<file path="src/rtl/unit_hazard_control.sv">
// Pipeline hazard controller: load-use stalls, branch/jump flushes, and a HALT
// drain sequence that retires older instructions before freezing the pipe.
module unit_hazard_control #(
    parameter int BITS_REGS      = 5,
    parameter int BITS_STALL_CNT = 16,
    parameter int DRAIN_CYCLES   = 3
) (
    input  logic                      i_clk,
    input  logic                      i_reset,
    input  logic                      i_IDEX_mem_read,
    input  logic [BITS_REGS-1:0]      i_IDEX_rt,
    input  logic [BITS_REGS-1:0]      i_IFID_rs,
    input  logic [BITS_REGS-1:0]      i_IFID_rt,
    input  logic                      i_branch_taken,
    input  logic                      i_jump,
    input  logic                      i_halt,
    input  logic                      i_debug_mode,
    input  logic                      i_step,
    output logic                      o_pc_write,
    output logic                      o_IFID_write,
    output logic                      o_IFID_flush,
    output logic                      o_IDEX_bubble,
    output logic                      o_pipe_enable,
    output logic                      o_halted,
    output logic [1:0]                o_state,
    output logic [BITS_STALL_CNT-1:0] o_stall_count
);

    localparam int CW = (DRAIN_CYCLES < 1) ? 1 : $clog2(DRAIN_CYCLES + 1);

    typedef enum logic [1:0] {
        ST_RUN    = 2'b00,
        ST_RSVD   = 2'b01,
        ST_DRAIN  = 2'b10,
        ST_HALTED = 2'b11
    } state_t;

    state_t        state;
    logic [CW-1:0] drain_cnt;
    logic          en;
    logic          load_use;

    assign en       = !i_debug_mode || i_step;
    assign load_use = i_IDEX_mem_read && (i_IDEX_rt != '0) &&
                      ((i_IDEX_rt == i_IFID_rs) || (i_IDEX_rt == i_IFID_rt));
    assign o_state  = state;

    always_comb begin
        o_pc_write    = 1'b1;
        o_IFID_write  = 1'b1;
        o_IFID_flush  = 1'b0;
        o_IDEX_bubble = 1'b0;
        o_pipe_enable = en;
        o_halted      = 1'b0;
        case (state)
            ST_DRAIN: begin
                o_pc_write    = 1'b0;
                o_IFID_write  = 1'b0;
                o_IFID_flush  = 1'b1;
                o_IDEX_bubble = 1'b1;
            end
            ST_HALTED: begin
                o_pc_write    = 1'b0;
                o_IFID_write  = 1'b0;
                o_pipe_enable = 1'b0;
                o_halted      = 1'b1;
            end
            ST_RUN: begin
                // Load-use wins: a stalled HALT or branch simply re-presents next cycle.
                if (load_use) begin
                    o_pc_write    = 1'b0;
                    o_IFID_write  = 1'b0;
                    o_IDEX_bubble = 1'b1;
                end else if (i_halt) begin
                    o_pc_write    = 1'b0;
                    o_IFID_write  = 1'b0;
                    o_IFID_flush  = 1'b1;
                    o_IDEX_bubble = 1'b1;
                end else if (i_branch_taken || i_jump) begin
                    o_IFID_flush  = 1'b1;
                end
            end
            default: ;
        endcase
    end

    always_ff @(posedge i_clk) begin
        if (i_reset) begin
            state         <= ST_RUN;
            drain_cnt     <= '0;
            o_stall_count <= '0;
        end else begin
            case (state)
                ST_RUN: begin
                    if (en) begin
                        if (load_use) begin
                            if (o_stall_count != '1)
                                o_stall_count <= o_stall_count + 1'b1;
                        end else if (i_halt) begin
                            state     <= ST_DRAIN;
                            drain_cnt <= CW'(DRAIN_CYCLES);
                        end
                    end
                end
                ST_DRAIN: begin
                    if (en) begin
                        // <=1 also guards a zero-length drain from wrapping.
                        if (drain_cnt <= CW'(1)) begin
                            state     <= ST_HALTED;
                            drain_cnt <= '0;
                        end else begin
                            drain_cnt <= drain_cnt - 1'b1;
                        end
                    end
                end
                ST_HALTED: ;
                default: begin
                    state     <= ST_RUN;
                    drain_cnt <= '0;
                end
            endcase
        end
    end

endmodule
</file>
<file path="config.mk">
export PLATFORM = sky130hd
export DESIGN_NAME = unit_hazard_control
export DESIGN_NICKNAME = d
export VERILOG_FILES = /design/src/rtl/unit_hazard_control.sv
export SDC_FILE = /design/constraint.sdc
export NUM_CORES = 1
export LEC_CHECK = 0
export ABC_CLOCK_PERIOD_IN_PS = 3880
export BUFFER_PORTS_ARGS = -buffer_cell sky130_fd_sc_hd__buf_2
export CAP_MARGIN = 20
export CORE_UTILIZATION = 53
export CTS_CLUSTER_DIAMETER = 50
export CTS_CLUSTER_SIZE = 12
export DETAILED_ROUTE_END_ITERATION = 10
export MAX_ROUTING_LAYER = met4
export PLACE_DENSITY = 0.89
export SLEW_MARGIN = 15
export SYNTH_ARGS = -nofsm -noshare
export SYNTH_HDL_FRONTEND = slang
export SYNTH_SLANG_ARGS = --single-unit
export TNS_END_PERCENT = 20
</file>
<file path="constraint.sdc">
create_clock -name i_clk -period 3.88 [get_ports i_clk]
set_input_delay 0.776 -clock i_clk [delete_from_list [all_inputs] [get_ports i_clk]]
set_output_delay 0.776 -clock i_clk [all_outputs]
set_load 0.005 [all_outputs]
</file>
==> flow_summary.yaml <==
run_status:
  status: "complete, no violations"
drt:
  drt_first_pass_iters: 4
  drc: 0
  via_count: 1543
  first_iter_violations: 66
  ant_nets: 0
  routed_wl_um: 3630
  wire_per_inst_um: 15.0
  viasPerCell: 6.40
setup_path:
  worstSetupStartpointType: "primary input"
  cp_max_fo: 5
  cp.required_ns: 3.10
  critical_path_class: "in -> out"
  startpoint: "i_IDEX_rt[1]"
  ff2ff_setup_slack_ns: 1.57
  rr_worst_depth: 5
  arrival_ns: 2.29
  cp-end-kind: "output port"
  r2r-end: "o_stall_count[8]"
  rr_startpoint: "o_stall_count[6]"
global_routing:
  met3_usage_pct: 3.77
  gr-total-overflow: 0
  grt_use_met1_pct: 32.5
  grt_pass1_wl_um: 5620
  grt_use_total_pct: 28.2
  grt_pass1_vias: 1336
  antenna_found_initial: 0
  grt_busiest_layer: "met2"
  use_met2_pct: 47.9
  grt_max_degree: 30
clock_network:
  clock_path_buffers: 2
  ctsHoldBuffers: 0
  insertion_delay_ns: 0.32
  h-tree-depth: 1
  cts.clk_slew.worst_paths_ns: 0.13
  cts_inserted_buffers: 3
  root_buffer: "clkbuf_4"
  clock-sinks: 20
  cts_tree: "yes"
  cts_setup_buffers: 0
  cts_resized: 0
finish:
  design_area_um2: 1600
  nets: 238
  synthToLayoutAreaGrowth_pct: 19.3
  drive_gt1_share_pct: 28.2
  fin_util_pct: 69.6
  antennaDiodeCount: 0
sta:
  fin_crit_ns: 3.07
  setup_viol: 0
  worst_pin_slew_ns: 0.576
  final_min_period_over_clock_period_pct: 79.1
  hold_viol: 0
  fin_skew_ns: 0.0102
  relSlewSlack_pct: 61.5
  rsz0062_at_grt: "no"
  maxSlewViolCount: 0
  fmax_ghz: 0.326
  tns_ns: 0
hold_path:
  worstHoldEndpoint: "drain_cnt[1]"
  whs_path_depth: 2
  hold_path_class: "reg -> reg"
  hp-start: "drain_cnt[1]"
synth:
  synthCells: 172
  yosysTopAreaCellShare_pct: 29.9
  yosysSeqAreaShare_pct: 29.9
  ys_async_sr_fraction_pct: 0
  synth_top_area_cell: "dfxtp_1"
  syn_nets: 196
  yosysMostFrequentCell: "dfxtp_1"
  mappedNetlistArea_um2: 1340
  ys_seq_elements: 20
  ys_top_cells_by_area: "dfxtp_1 (30%), or4_1 (6.7%), xor2_1 (6.5%)"
  synth_cell_types: 36
  yosys_warnings: 0
  synth-edff-count: 0
  synth_ff_type: "dfxtp_1"
  synthTopCellsByCount: "dfxtp_1 (20), nor2_1 (16), a21oi_1 (13), or4_1 (12), xor2_1 (10)"
  syn_area_per_cell_um2: 7.78
die:
  die_area_um2: 2730
  die_y_um: 52.3
  start_util_pct: 58.3
  ioPinCount: 47
  core_um2: 2300
  die_x_um: 52.3
  rows: 17
pwr:
  leakage_uw: 0.000637
  total_power_uw: 429
  vdd_drop_max_v: 0.000226
  p_per_area_nw_per_um2: 269
place:
  io_buffers: 46
  place_congestion: 0.859
  placed_area_um2: 1560
  dp_hpwl_um: 2660
flow_run:
  drv_cap: 0
[critical path, cell delays in order]
cell	delay, ns
buf_2	0.12
or4_1	0.55
o21ai_1	0.29
nor2_1	0.17
o22ai_1	0.21
buf_2	0.17
[where the power goes]
| part | total, uW | internal [uW] | switching (uW) |
|---|---|---|---|
| registers | 217 | 210 | 6.96 |
| logic | 82.0 | 32.2 | 49.8 |
| clock network | 131 | 57.5 | 73.1 |
| total | 429 | 300 | 130 |
[state kept, by name (all words and copies together) (netlist names)]
name,cells
o_state,2
drain_cnt,2
o_stall_count,16
[cell usage in the layout (no fill, tap or decap), types with 2 or more instances in the layout]
cell	instances
or2_2	2
o21a_1	2
o21ai_0	3
nand3_1	7
buf_2	46
mux2_2	5
dfxtp_1	20
nor2b_1	6
and4_1	2
nor2_1	16
or3_1	4
or4_1	12
nand2_1	9
nor4_1	8
clkbuf_4	3
o22ai_1	3
nand4_1	9
o31ai_1	8
inv_1	6
nor3_1	4
xor2_1	10
o41ai_1	2
a21oi_1	13
[stage by stage]
| stage | setup WS, ns | hold slack, ns | instances |
|---|---|---|---|
| 2_1_floorplan | 1.09 | 0.456 | 172 |
| 3_3_place_gp | 0.903 | 0.464 | 237 |
| 3_5_place_dp | 0.851 | 0.489 | 237 |
| 4_1_cts | 0.846 | 0.506 | 241 |
| 5_1_grt | 0.743 | 0.531 | 241 |
| 6_report | 0.812 | 0.505 | 241 |
[final cells by class]
type / instances / area (um2)
clock buffer: 4 / 36.3
fill: 194 / 699
inverter: 6 / 22.5
multi-input combinational: 136 / 866
sequential: 20 / 400
tap: 28 / 35.0
timing repair buffer: 47 / 238
[worst max-delay path by stage]
stage | endpoint | slack (ns)
detailed placement | o_IFID_write | 0.85
finish | o_IFID_write | 0.81
floorplan | o_pc_write | 1.09
global route | o_IFID_write | 0.74
CTS | o_IFID_write | 0.85
global placement | o_IDEX_bubble | 0.90
[routing by layer]
metal | vias to the layer above | share of wire [%]
met5 | - | 0
met4 | 0 | 2.5
met3 | 11 | 7.5
met2 | 78 | 48
met1 | 717 | 42
li1 | 737 | -
[kinds of logic after synthesis]
group | Yosys count | share of synthesized area, %
compound gates | 36 | 17.3
xor+xnor | 10 | 6.54
simple gates | 84 | 35.7
buf+inv | 16 | 5.42
fa+ha+maj | 1 | 0.934
flops | 20 | 29.9
mux | 5 | 4.21
Power figures use the tool's default switching activity.
